==> config.mk <==
export PLATFORM = sky130hd
export DESIGN_NAME = ram32_march_bist
export DESIGN_NICKNAME = d
export VERILOG_FILES = /design/src/rtl/ram32_march_bist.sv
export SDC_FILE = /design/constraint.sdc
export NUM_CORES = 1
export LEC_CHECK = 0
export BUFFER_PORTS_ARGS = -buffer_cell sky130_fd_sc_hd__buf_2
export CORE_MARGIN = 3
export CORE_UTILIZATION = 48
export DETAILED_ROUTE_END_ITERATION = 6
export PLACE_DENSITY = 0.81
export SYNTH_ARGS = -nofsm -noshare
export SYNTH_HDL_FRONTEND = slang
export SYNTH_SLANG_ARGS = --single-unit
==> constraint.sdc <==
create_clock -name clk -period 2.8 [get_ports clk]
set_input_delay 0.56 -clock clk [delete_from_list [all_inputs] [get_ports clk]]
set_output_delay 0.56 -clock clk [all_outputs]
set_load 0.05 [all_outputs]
==> src/rtl/ram32_march_bist.sv <==
// ram32_march_bist: March C- test engine driving the RAM32 macro port (EN0/A0/WE0/Di0, Do0).
// Optional macro BIST_FAIL_STOP_EN ends the run at the first miscompare.
module ram32_march_bist #(
  parameter int unsigned       ADDR_W  = 5,
  parameter int unsigned       DATA_W  = 32,
  parameter logic [DATA_W-1:0] PATTERN = 32'h5555_AAAA
) (
  input  logic                  clk,
  input  logic                  rst_n,
  input  logic                  start,
  output logic                  busy,
  output logic                  done,
  output logic                  pass,
  output logic [ADDR_W-1:0]     fail_addr,
  output logic [7:0]            fail_count,
  output logic                  ram_en,
  output logic [ADDR_W-1:0]     ram_a,
  output logic [DATA_W/8-1:0]   ram_we,
  output logic [DATA_W-1:0]     ram_di,
  input  logic [DATA_W-1:0]     ram_do
);

  typedef enum logic [2:0] {IDLE, WR, RD, CHK, FIN} state_t;

  localparam logic [2:0]        LAST_ELEM = 3'd5;
  localparam logic [ADDR_W-1:0] ADDR_MAX  = '1;

  state_t              state_q, state_d;
  logic [2:0]          elem_q, elem_d;
  logic [ADDR_W-1:0]   addr_q, addr_d;
  logic                pass_q, pass_d;
  logic [ADDR_W-1:0]   fail_addr_q, fail_addr_d;
  logic [7:0]          fail_count_q, fail_count_d;

  logic                elem_down;
  logic                last_addr;
  logic                has_write;
  logic                mismatch;
  logic                stop;
  logic [ADDR_W-1:0]   addr_step;
  logic [DATA_W-1:0]   exp_word;
  logic [DATA_W-1:0]   wr_word;

  always_ff @(posedge clk) begin
    if (!rst_n) begin
      state_q      <= IDLE;
      elem_q       <= '0;
      addr_q       <= '0;
      pass_q       <= 1'b0;
      fail_addr_q  <= '0;
      fail_count_q <= '0;
    end else begin
      state_q      <= state_d;
      elem_q       <= elem_d;
      addr_q       <= addr_d;
      pass_q       <= pass_d;
      fail_addr_q  <= fail_addr_d;
      fail_count_q <= fail_count_d;
    end
  end

  always_comb begin
    // Elements M1,M3,M5 read D0 and M0,M2,M4 write D0; elements from M3 on run downwards.
    elem_down = (elem_q >= 3'd3);
    last_addr = elem_down ? (addr_q == '0) : (addr_q == ADDR_MAX);
    has_write = (elem_q != LAST_ELEM);
    exp_word  = elem_q[0] ? PATTERN : ~PATTERN;
    wr_word   = elem_q[0] ? ~PATTERN : PATTERN;
    addr_step = elem_down ? addr_q - 1'b1 : addr_q + 1'b1;
    mismatch  = (state_q == CHK) && (ram_do != exp_word);
`ifdef BIST_FAIL_STOP_EN
    stop      = mismatch && (fail_count_q == '0);
`else
    stop      = 1'b0;
`endif

    state_d      = state_q;
    elem_d       = elem_q;
    addr_d       = addr_q;
    pass_d       = pass_q;
    fail_addr_d  = fail_addr_q;
    fail_count_d = fail_count_q;
    ram_en       = 1'b0;
    ram_a        = '0;
    ram_we       = '0;
    ram_di       = '0;

    unique case (state_q)
      IDLE: begin
        if (start) begin
          state_d      = WR;
          elem_d       = '0;
          addr_d       = '0;
          pass_d       = 1'b1;
          fail_addr_d  = '0;
          fail_count_d = '0;
        end
      end
      WR: begin
        ram_en = 1'b1;
        ram_a  = addr_q;
        ram_we = '1;
        ram_di = wr_word;
        if (last_addr) begin
          state_d = RD;
          elem_d  = 3'd1;
          addr_d  = '0;
        end else begin
          addr_d  = addr_step;
        end
      end
      RD: begin
        ram_en  = 1'b1;
        ram_a   = addr_q;
        state_d = CHK;
      end
      CHK: begin
        if (mismatch) begin
          pass_d = 1'b0;
          if (fail_count_q == '0) fail_addr_d = addr_q;
          if (fail_count_q != 8'hFF) fail_count_d = fail_count_q + 8'd1;
        end
        if (stop) begin
          state_d = FIN;
        end else begin
          if (has_write) begin
            ram_en = 1'b1;
            ram_a  = addr_q;
            ram_we = '1;
            ram_di = wr_word;
          end
          if (last_addr) begin
            if (elem_q == LAST_ELEM) begin
              state_d = FIN;
            end else begin
              state_d = RD;
              elem_d  = elem_q + 3'd1;
              addr_d  = (elem_q >= 3'd2) ? ADDR_MAX : '0;
            end
          end else begin
            state_d = RD;
            addr_d  = addr_step;
          end
        end
      end
      FIN: begin
        state_d = IDLE;
      end
      default: begin
        state_d = IDLE;
      end
    endcase
  end

  assign busy       = (state_q == WR) || (state_q == RD) || (state_q == CHK);
  assign done       = (state_q == FIN);
  assign pass       = pass_q;
  assign fail_addr  = fail_addr_q;
  assign fail_count = fail_count_q;

endmodule
==> results of run 1 <==
-- worst max-delay path, cell delays in order, from the launching register on --
cell and delay [ps]:
dfxtp_1 420, inv_1 60, ha_1 190, and3_1 280, a211oi_2 400, and2_1 190
buf_2 260
-- kinds of logic after synthesis --
group,Yosys count
multiplexers,11
XOR/XNOR,4
adder cells (fa/ha/maj),9
flip-flops,25
AND/OR/NAND/NOR,114
AO/OA/AOI/OAI,44
buffers and inverters,53
-- registers in the layout, summed over array words and instances, names as in the netlist --
name / flops
state_q: 3
pass: 1
elem_q: 3
fail_count: 8
addr_q: 5
fail_addr: 5
-- through the flow --
| stage | TNS (ps) | instances |
|---|---|---|
| 2_1_floorplan | -2254 | 260 |
| 3_3_place_gp | 0 | 360 |
| 3_5_place_dp | 0 | 360 |
| 4_1_cts | 0 | 364 |
| 5_1_grt | 0 | 364 |
| 6_report | 0 | 364 |
-- worst min path at each step --
stage,to,cells past startpoint,start,slack (ps)
2_1_floorplan,addr_q[2]$_SDFFE_PN0P_,2,addr_q[2]$_SDFFE_PN0P_,480
3_5_place_dp,fail_addr[3]$_SDFFE_PN0P_,2,fail_addr[3]$_SDFFE_PN0P_,450
3_3_place_gp,fail_addr[3]$_SDFFE_PN0P_,2,fail_addr[3]$_SDFFE_PN0P_,450
4_1_cts,fail_addr[3]$_SDFFE_PN0P_,2,fail_addr[3]$_SDFFE_PN0P_,470
5_1_grt,fail_addr[2]$_SDFFE_PN0P_,2,fail_addr[2]$_SDFFE_PN0P_,480
6_report,fail_addr[3]$_SDFFE_PN0P_,2,fail_addr[3]$_SDFFE_PN0P_,460
-- cell type report --
type	instances	share of cell area (%)
Tap cell	50	2.572
Sequential cell	25	20.58
Inverter	10	1.543
Clock buffer	4	1.852
Multi-Input combinational cell	182	52.68
Timing Repair Buffer	93	20.78
-- layer usage --
metal  track usage, %  routed length [um]  up-vias
met5                0                   0        -
met4            5.010                  50        0
met3            2.770                 388        5
met2            31.24                2259       78
met1            21.37                2020      903
li1                 -                   -      995
-- power breakdown --
group / switching (mW) / internal (mW) / leakage (nW)
combinational: 0.213 / 0.0803 / 0.992
sequential: 0.0100 / 0.361 / 0.202
clock: 0.117 / 0.102 / 0.0228
-- placed cells by master, fill, tap and decap left out, types with 2 or more instances in the layout --
cell / instances
a211o_1: 4
nor3_1: 3
nor2_1: 13
a21o_1: 5
nor3b_1: 3
o21ai_0: 7
xnor2_1: 3
nand4_1: 6
ha_1: 8
and3_1: 5
buf_2: 77
dfxtp_1: 25
inv_1: 10
and2_1: 8
a21oi_1: 14
nor2_2: 2
nand3_1: 6
nor2b_1: 4
clkbuf_4: 15
mux2i_1: 11
clkbuf_8: 3
nand2b_1: 6
nor4bb_1: 7
nand2_1: 30
nand4b_1: 6
and3b_1: 3
==> results.ini, run 1 <==
[status]
status=completed

[clock_network]
root_buffer=clkbuf_8
postCtsHoldBufs=0
cts_setup_buffers=0
cts_tree=done
clk_pin_slew_ps=90
clockBufferDepth=2
htree_num_levels=1
clock_sinks=25
numCtsBuffers=3
clk_latency_ps=270
cts_resized=0

[finish]
final_util_pct=59.11
multiInputGateArea_um2=1281
syn2layout_area_growth_pct=15.85
final_cell_area_um2=2432
antennaDiodeCount=0
final.fill_count=387
final_layout_size_suffix_gt1_share_pct=34.71
final_nets=359
ff_latch_area_um2=500.5

[route]
dr.pass1.iters=4
via_per_inst=5.442
drcViolationCount=0
wl_um=4719
dr_total_vias=1981
wl_per_cell_um=12.96
drt_iter0_drc=75
drt.antenna.violating_nets=0

[die]
chipWidth_um=72.14
core_area_um2=4115
ios=93
initial_utilization_pct=51.02
dieArea_um2=5203
fp.dieH_um=72.14
num_rows=23

[synthesis]
synthAdderAreaFrac_pct=5.721
synth.most_common_cell=buf_4
synth_top_cell_area_share_pct=23.84
synthSimpleGateAreaFrac_pct=32.36
synth_area_leaders=dfxtp_1 24%, buf_4 12%, nand2_1 5.4%, mux2i_1 5.2%, ha_1 4.8%
synth_top_family_by_area=simple AND/OR/NAND/NOR gates
synth_area_um2=2100
synth_cell_types=52
synth_edf_count=0
netlist_top_cells_count=34 x buf_4, 30 x nand2_1, 25 x dfxtp_1, 14 x a21oi_1, 14 x nor2_1
synthArstFlopShare_pct=0
synth_compound_area_share_pct=15.02
synth_xor_xnor_area_share_pct=1.669
ys_ff_latch=25
synth_nets=304
synth_cells=260
synth_ff_type=dfxtp_1
avgSynthCellArea_um2=8.075
synth-seq-area-share_pct=23.84
muxShareOfSynthArea_pct=5.244
yosysWarnings=0
synth_top_cell_by_area=dfxtp_1

[timing]
period_minus_slack_ps=2631
rsz0062_at_grt=false
finalCritPeriodShare_pct=93.97
slew_headroom_pct=46.99
setup_ws_ps=169.0
hold_slack_ps=464.9
worstMarginPinSlew_ps=795.1
clock_skew_ps=5.488
max_freq_mhz=380.1
setup_viol=0
hold_viol=0
drv_slew=0

[hold_path]
min-delay-path-class=flip-flop to flip-flop

[setup_path]
reg2reg_to=addr_q[2]$_SDFFE_PN0P_
critPathMaxFanout=6
setup.worst_path.start=elem_q[1]$_SDFFE_PN0P_
critPathArrivalTime_ps=2070
reg2reg_from=elem_q[0]$_SDFFE_PN0P_
endpoint=ram_a[2]
critPathKind=flip-flop to output port
cp-end-kind=output port
reg2reg_slack_ps=460
reg2reg_depth=8
crit_required_ps=2240
cp-start-kind=flip-flop

[placement]
post_dp_cell_area_um2=2349
dp_hpwl_um=3680
gp_congestion=0.8466
place_ws_ps=335.4
port_buffers=92

[global_route]
grt_pass1_wl_um=7431
grt_max_degree=17
grt_pass1_vias=1757
grt_use_total_pct=17.43
grt-ovfl-total=0
antenna_found_initial=0

[pwr]
fin_total_pwr_mw=0.8835
peakVddDrop_mv=0.2460
leakage_nw=1.217
powerDensity_nw_per_um2=363.2

[run]
drv_cap=0

Power figures use the tool's default switching activity.
==> run 2, diff against run 1 <==
--- a/config.mk
+++ b/config.mk
@@ -5,11 +5,12 @@
 export SDC_FILE = /design/constraint.sdc
 export NUM_CORES = 1
 export LEC_CHECK = 0
+export ABC_AREA = 1
 export BUFFER_PORTS_ARGS = -buffer_cell sky130_fd_sc_hd__buf_2
 export CORE_MARGIN = 3
 export CORE_UTILIZATION = 48
 export DETAILED_ROUTE_END_ITERATION = 6
-export PLACE_DENSITY = 0.81
+export PLACE_DENSITY = 0.8
 export SYNTH_ARGS = -nofsm -noshare
 export SYNTH_HDL_FRONTEND = slang
 export SYNTH_SLANG_ARGS = --single-unit
==> run 2 against run 1 <==
Net effect:
- die area increased by 3.3%
- synthesized area increased by 3.6%
- critical path depth increased by 4
- clock skew increased by 3.3 ps
- cell count increased by 23%
- power increased by 62%
- cell area increased by 4.9%
- register-to-register slack improved by 40 ps
- sequential share of layout area decreased by 0.91 points
- setup slack got worse by 11 ps
- non-clock buffer count increased by 1
- worst hold slack improved by 20 ps
- critical path type unchanged
- largest cell class unchanged
==> results.ini, run 2 <==
[synthesis]
synth_top_family_by_area=simple AND/OR/NAND/NOR gates  ; unchanged
synth.most_common_cell=nand2_1  ; was buf_4
synth_edf_count=0  ; unchanged
synth_cell_types=31  ; was 52
ys_ff_latch=25  ; unchanged
synth_xor_xnor_area_share_pct=3.625  ; was 1.669%
synthArstFlopShare_pct=0  ; unchanged
avgSynthCellArea_um2=6.472  ; was 8.075 um^2
synth_area_leaders=dfxtp_1 23%, nand2_1 12%, buf_4 12%, nor2_1 7.1%, inv_1 6.0%  ; was dfxtp_1 24%, buf_4 12%, nand2_1 5.4%, mux2i_1 5.2%, ha_1 4.8%
synthSimpleGateAreaFrac_pct=40.91  ; was 32.36%
synth_top_cell_area_share_pct=23.01  ; was 23.84%
synth_area_um2=2175  ; was 2100 um^2
synth_ff_type=dfxtp_1  ; unchanged
synth_top_cell_by_area=dfxtp_1  ; unchanged
muxShareOfSynthArea_pct=0  ; was 5.244%
synth-seq-area-share_pct=23.01  ; was 23.84%
yosysWarnings=0  ; unchanged
synth_compound_area_share_pct=7.192  ; was 15.02%
synthAdderAreaFrac_pct=5.524  ; was 5.721%
synth_nets=380  ; was 304
synth_cells=336  ; was 260
netlist_top_cells_count=72 x nand2_1, 41 x nor2_1, 35 x inv_1, 34 x buf_4  ; was 34 x buf_4, 30 x nand2_1, 25 x dfxtp_1, 14 x a21oi_1, 14 x nor2_1

[pwr]
powerDensity_nw_per_um2=562.5  ; was 363.2 nW/um^2
netSwitchingFraction_pct=53.26  ; was 38.45%
intPower_mw=0.6707  ; was 0.5438 mW
p_comb_share_pct=57.1  ; was 33.2%
peakVddDrop_mv=0.2602  ; was 0.2460 mV
pwr-share-clk_pct=15.0  ; was 24.8%
leakage_nw=1.318  ; was 1.217 nW
p_sw_mw=0.7644  ; was 0.3397 mW
seq_power_share_pct=27.9  ; was 42.1%
fin_total_pwr_mw=1.435  ; was 0.8835 mW

[route]
dr.pass1.iters=4  ; unchanged
wl_um=5345  ; was 4719 um
wl_per_cell_um=11.98  ; was 12.96 um
drt_iter0_drc=93  ; was 75
drcViolationCount=0  ; unchanged
drt.antenna.violating_nets=0  ; unchanged
dr_total_vias=2225  ; was 1981
via_per_inst=4.989  ; was 5.442

[setup_path]
slowest_delay_ps=360  ; was 420 ps
reg2reg_from=elem_q[0]$_SDFFE_PN0P_  ; unchanged
critPathArrivalTime_ps=2080  ; was 2070 ps
crit_chain=inv_1 > ha_1 > nand2_1 > inv_1 > o21ai_4 > inv_1 > nand2_2 > clkinvlp_4 > nor2_4 > buf_4  ; was inv_1 > ha_1 > and3_1 > a211oi_2 > and2_1 > buf_2
critPathKind=flip-flop to output port  ; unchanged
crit_required_ps=2240  ; about the same
reg2reg_depth=13  ; was 8
critPathMaxFanout=5  ; was 6
reg2reg_to=addr_q[4]$_SDFFE_PN0P_  ; was addr_q[2]$_SDFFE_PN0P_
slowest_stage=dfxtp_2  ; was dfxtp_1
cp-start-kind=flip-flop  ; unchanged
reg2reg_slack_ps=500  ; was 460 ps
path_common_cell=inv_1
cp-end-kind=output port  ; unchanged

[hold_path]
min-delay-path-class=flip-flop to flip-flop  ; unchanged
holdCritStartpoint=pass$_SDFFE_PN0P_  ; was fail_addr[3]$_SDFFE_PN0P_
min_to=pass$_SDFFE_PN0P_  ; was fail_addr[3]$_SDFFE_PN0P_
hold_depth=2  ; unchanged

[clock_network]
clock_sinks=25  ; unchanged
clockBufferDepth=2  ; unchanged
root_buffer=clkbuf_8  ; unchanged
cts_setup_buffers=0  ; unchanged
clk_latency_ps=270  ; about the same
clk_pin_slew_ps=90  ; about the same
cts_tree=done  ; unchanged
numCtsBuffers=3  ; unchanged
htree_num_levels=1  ; unchanged

[global_route]
antenna_found_initial=0  ; unchanged
grt_pass1_vias=1903  ; was 1757
grt_max_degree=22  ; was 17
grt-ovfl-total=0  ; unchanged
grt_pass1_wl_um=8383  ; was 7431 um
grt_use_total_pct=19.29  ; was 17.43%

[placement]
dp_hpwl_um=4279  ; was 3680 um
gp_congestion=0.8153  ; was 0.8466
port_buffers=92  ; unchanged

[die]
chipWidth_um=73.31  ; was 72.14 um
dieArea_um2=5374  ; was 5203 um^2
ios=93  ; unchanged
num_rows=23  ; unchanged
fp.dieH_um=73.31  ; was 72.14 um
core_area_um2=4173  ; was 4115 um^2
initial_utilization_pct=52.11  ; was 51.02%

[run]
drv_cap=0  ; unchanged

[timing]
drv_slew=0  ; unchanged
hold_viol=0  ; unchanged
period_minus_slack_ps=2642  ; was 2631 ps
slew_headroom_pct=55.25  ; was 46.99%
max_freq_mhz=378.5  ; was 380.1 MHz
finalCritPeriodShare_pct=94.35  ; was 93.97%
tns_ps=0  ; unchanged
rsz0062_at_grt=true  ; was false
setup_viol=0  ; unchanged
clock_skew_ps=8.825  ; was 5.488 ps
worstMarginPinSlew_ps=670.6  ; was 795.1 ps

[finish]
final_layout_size_suffix_gt1_share_pct=34.34  ; was 34.71%
final_nets=441  ; was 359
final_cell_mix=87 x buf_2, 71 x nand2_1, 34 x inv_1, 34 x nor2_1, 25 x nand3_1  ; was 77 x buf_2, 30 x nand2_1, 25 x dfxtp_1, 15 x clkbuf_4, 14 x a21oi_1
largest_reg_flops=8  ; unchanged
final.fill_count=391  ; was 387
syn2layout_area_growth_pct=17.32  ; was 15.85%
antennaDiodeCount=0  ; unchanged
final_common_cell=buf_2  ; unchanged

[status]
status=completed  ; unchanged

-- run 2: changes by cell type after synthesis, moves of 6 or more --
cell      before  now
inv_1         10   35
nor4bb_1       7    0
nand2_2        0    9
nand2_1       30   72
nor2_1        14   41
mux2i_1       11    0
nand2b_1       6    0
a21oi_1       14   23
and2_1         9    0
nand3_1        6   25
nand4b_1       6    0
-- run 2: worst max path at each step --
| stage | start | endpoint | slack (ps) | cells past startpoint |
|---|---|---|---|---|
| floorplan | elem_q[1]$_SDFFE_PN0P_ | ram_di[10] | -170 | 8 |
| global placement | elem_q[1]$_SDFFE_PN0P_ | ram_a[4] | 440 | 10 |
| detailed placement | elem_q[1]$_SDFFE_PN0P_ | ram_a[0] | 370 | 10 |
| CTS | elem_q[1]$_SDFFE_PN0P_ | ram_a[0] | 70 | 10 |
| global route | elem_q[1]$_SDFFE_PN0P_ | ram_di[17] | -30 | 8 |
| finish | elem_q[1]$_SDFFE_PN0P_ | ram_a[1] | 160 | 10 |
-- run 2: cell families after synthesis --
family,after synthesis
compound gates,30
xor+xnor,9
fa+ha+maj,9
buf+inv,78
flops,25
simple gates,185
-- run 2: repair_timing --
action                     in CTS  in global routing
resized for setup               0                 13
hold buffers                    0                  0
setup endpoints to repair       0                 37
hold endpoints to repair        0                  0
-- run 2: worst max-delay path: cells and delay by family (launching register included) --
kind / cells / cell delay, ps
AOI/OAI and AO/OA: 1 / 170
and+or+nand+nor: 3 / 400
DFF: 1 / 360
adders and majority gates: 1 / 170
buffers and inverters: 5 / 710
-- run 2: final cells by class --
class                           instances  area (um^2)  area share [%]
Sequential cell                        25        501.7           19.67
Clock buffer                            3        41.29           1.618
Tap cell                               50        62.56           2.452
Multi-Input combinational cell        233         1297           50.86
Inverter                               40        155.1           6.081
Clock inverter                          1        5.005          0.1962
Timing Repair Buffer                   94        488.0           19.13
-- run 2: per-layer routing --
metal,up-vias,global-route usage (%),part of all wire (%)
li1,1160,-,-
met1,983,24.24,41
met2,77,35.15,50
met3,5,2.052,8.0
met4,0,4.427,0.82
met5,-,0,0
-- run 2: power groups by stage --
stage               registers [mW]  logic [mW]  clock network, mW
finish                       0.400       0.819              0.216
CTS                          0.399       0.819              0.221
floorplan                    0.419       0.726                  0
global route                 0.403       0.887              0.235
detailed placement           0.407       0.816                  0
global placement             0.407       0.807                  0
-- run 2: stage by stage --
step                      std cells  util [%]  instance area [um^2]  worst slack (ps)  hold slack (ps)
after floorplan                 336         -                  2225            -173.1            481.3
after global placement          442     59.55                  2485             440.5            462.3
after detailed placement        442     59.55                  2485             375.0            466.0
after CTS                       446     60.66                  2531             73.77            485.7
after global routing            446     61.14                  2551            -32.51            525.3
final                           446     61.14                  2551             158.1            485.2
==> run 3, diff against run 2 <==
--- a/config.mk
+++ b/config.mk
@@ -8,9 +8,9 @@
 export ABC_AREA = 1
 export BUFFER_PORTS_ARGS = -buffer_cell sky130_fd_sc_hd__buf_2
 export CORE_MARGIN = 3
-export CORE_UTILIZATION = 48
+export CORE_UTILIZATION = 44
 export DETAILED_ROUTE_END_ITERATION = 6
-export PLACE_DENSITY = 0.8
+export PLACE_DENSITY = 0.78
 export SYNTH_ARGS = -nofsm -noshare
 export SYNTH_HDL_FRONTEND = slang
 export SYNTH_SLANG_ARGS = --single-unit
==> constraint.sdc (replaced) <==
create_clock -name clk -period 2.2 [get_ports clk]
set_input_delay 0.44 -clock clk [delete_from_list [all_inputs] [get_ports clk]]
set_output_delay 0.44 -clock clk [all_outputs]
set_load 0.05 [all_outputs]
==> run 3 against run 2 <==
Net effect:
- the flow now finishes with violations (negative setup slack)
- largest power group unchanged
- highest routed layer unchanged
- first-iteration DRC count increased by 5.4%
- critical path depth unchanged
- power increased by 39%
- register-to-register slack got worse by 400 ps
==> results.ini, run 3 (synthesized netlist as in run 2, its figures left out) <==
[status]
status=complete, but fails checks  ; was completed
violations=negative setup slack

[timing]
tns_ps=-69.98  ; was 0 ps
worstMarginPinSlew_ps=695.8  ; was 670.6 ps
setup_ws_ps=-27.50  ; was 158.1 ps
finalCritPeriodShare_pct=101.2
period_minus_slack_ps=2227
clock_skew_ps=11.51  ; was 8.825 ps
drv_slew=0  ; unchanged
rsz0062_at_grt=true  ; unchanged
setup_viol=5  ; was 0
hold_slack_ps=435.3  ; was 485.2 ps
hold_viol=0  ; unchanged
max_freq_mhz=448.9
slew_headroom_pct=53.56  ; was 55.25%

[die]
dieArea_um2=5822  ; was 5374 um^2
fp.dieH_um=76.30  ; was 73.31 um
chipWidth_um=76.30  ; was 73.31 um
ios=93  ; unchanged
initial_utilization_pct=47.64  ; was 52.11%
num_rows=24  ; was 23
core_area_um2=4564  ; was 4173 um^2

[route]
dr.pass1.iters=4  ; unchanged
wl_per_cell_um=11.75  ; was 11.98 um
wl_um=5583  ; was 5345 um
via_per_inst=4.882  ; was 4.989
drt.antenna.violating_nets=0  ; unchanged
drt_iter0_drc=98  ; was 93
drcViolationCount=0  ; unchanged
dr_total_vias=2319  ; was 2225

[finish]
syn2layout_area_growth_pct=31.24  ; was 17.32%
finalNonFillerCells=475  ; was 446
final_nets=455  ; was 441
final_cell_area_um2=2854  ; was 2551 um^2
final_cell_mix=70 x nand2_1, 67 x buf_2, 34 x nor2_1, 28 x inv_1, 25 x nand3_1  ; was 87 x buf_2, 71 x nand2_1, 34 x inv_1, 34 x nor2_1, 25 x nand3_1
antennaDiodeCount=0  ; unchanged
final_common_cell=nand2_1  ; was buf_2
final_layout_size_suffix_gt1_share_pct=41.22  ; was 34.34%
largest_reg_flops=8  ; unchanged

[placement]
post_dp_cell_area_um2=2556  ; was 2485 um^2
place_ws_ps=44.66  ; was 375.0 ps
placed_cells=461  ; was 442
gp_congestion=0.8353  ; was 0.8153
port_buffers=92  ; unchanged
dp_hpwl_um=4292  ; was 4279 um

[clock_network]
cts_tree=done  ; unchanged
htree_num_levels=1  ; unchanged
clockBufferDepth=2  ; unchanged
clk_latency_ps=280  ; was 270 ps
clk_pin_slew_ps=90  ; about the same
numCtsBuffers=3  ; unchanged
postCtsHoldBufs=0  ; unchanged
root_buffer=clkbuf_8  ; unchanged
clock_sinks=25  ; unchanged

[global_route]
grt.busiest_layer=met2  ; unchanged
grt_use_total_pct=18.90  ; was 19.29%
grt_pass1_vias=2137  ; was 1903
grt_pass1_wl_um=9370  ; was 8383 um
use_met1_pct=21.65  ; was 24.24%
antenna_found_initial=0  ; unchanged
gr-usage-met2_pct=34.80  ; was 35.15%
grt-ovfl-total=0  ; unchanged
use_met3_pct=4.019  ; was 2.052%
grt_max_degree=22  ; unchanged

[hold_path]
min_to=state_q[1]$_SDFFE_PN0P_  ; was pass$_SDFFE_PN0P_
min-delay-path-class=primary input to flip-flop  ; was flip-flop to flip-flop
holdCritStartpoint=rst_n  ; was pass$_SDFFE_PN0P_
hold_depth=3  ; was 2

[setup_path]
critPathMaxFanout=5  ; unchanged
slowest_stage=dfxtp_2  ; unchanged
reg2reg_to=addr_q[4]$_SDFFE_PN0P_  ; unchanged
cp-start-kind=flip-flop  ; unchanged
reg2reg_from=elem_q[1]$_SDFFE_PN0P_  ; was elem_q[0]$_SDFFE_PN0P_
critPathKind=flip-flop to output port  ; unchanged
crit_chain=inv_2 > ha_4 > nand2_4 > inv_2 > o21ai_4 > inv_4 > nand2_4 > clkinvlp_4 > nor2_4 > buf_8  ; was inv_1 > ha_1 > nand2_1 > inv_1 > o21ai_4 > inv_1 > nand2_2 > clkinvlp_4 > nor2_4 > buf_4
cp-end-kind=output port  ; unchanged
critPathArrivalTime_ps=1790  ; was 2080 ps
crit_required_ps=1760  ; was 2240 ps
reg2reg_depth=13  ; unchanged
slowest_delay_ps=350  ; was 360 ps
reg2reg_slack_ps=100  ; was 500 ps

[pwr]
peakVddDrop_mv=0.3219  ; was 0.2602 mV
leakage_nw=1.404  ; was 1.318 nW
powerDensity_nw_per_um2=697.3  ; was 562.5 nW/um^2

[run]
drv_cap=0  ; unchanged

run 3: per-layer routing:
| layer | wire (um) | vias up |
|---|---|---|
| met5 | 0 | - |
| met4 | 83 | 0 |
| met2 | 2769 | 91 |
| met3 | 381 | 9 |
| met1 | 2348 | 1029 |
| li1 | - | 1190 |
run 3: through the flow:
step	total power, mW	util [%]
final	1.990	62.53
after global routing	2.106	62.53
after CTS	1.918	59.29
after detailed placement	1.584	56.00
after global placement	1.572	56.00
after floorplan	1.531	-
run 3: where the power goes:
group / internal [mW] / switching (mW) / total, mW
Combinational: 0.345 / 0.844 / 1.19
Clock: 0.129 / 0.162 / 0.291
Sequential: 0.482 / 0.0288 / 0.511
Total: 0.955 / 1.03 / 1.99
run 3: final cells by class:
class                           instances  area, um^2
Multi-Input combinational cell        233        1366
Fill cell                             445        1710
Inverter                               40       157.7
Clock buffer                            3       41.29
Sequential cell                        25       509.2
Tap cell                               65       81.33
Clock inverter                          1       7.507
Timing Repair Buffer                  108       690.7
run 3: repair_timing:
action                                  CTS  global route
resized for setup                        22            31
buffers inserted                          4             6
endpoints found under the setup margin   37            38
pin swaps                                 3            10
run 3: worst max-delay path, delay by kind of cell (launching register included):
family	cells	cell delay (ps)
compound gates	1	150
fa+ha+maj	1	150
simple gates	3	330
buf+inv	5	550
flops	1	350
run 3: worst max-delay path by stage:
stage | startpoint | end | slack (ps) | cells after the start
after global routing | elem_q[1]$_SDFFE_PN0P_ | ram_a[3] | -120 | 10
after detailed placement | elem_q[0]$_SDFFE_PN0P_ | addr_q[4]$_SDFFE_PN0P_ | 40 | 12
after CTS | elem_q[1]$_SDFFE_PN0P_ | ram_a[1] | -50 | 10
final | elem_q[1]$_SDFFE_PN0P_ | ram_a[3] | -30 | 10
after global placement | elem_q[0]$_SDFFE_PN0P_ | addr_q[4]$_SDFFE_PN0P_ | 130 | 12
after floorplan | state_q[1]$_SDFFE_PN0P_ | ram_di[11] | -410 | 8
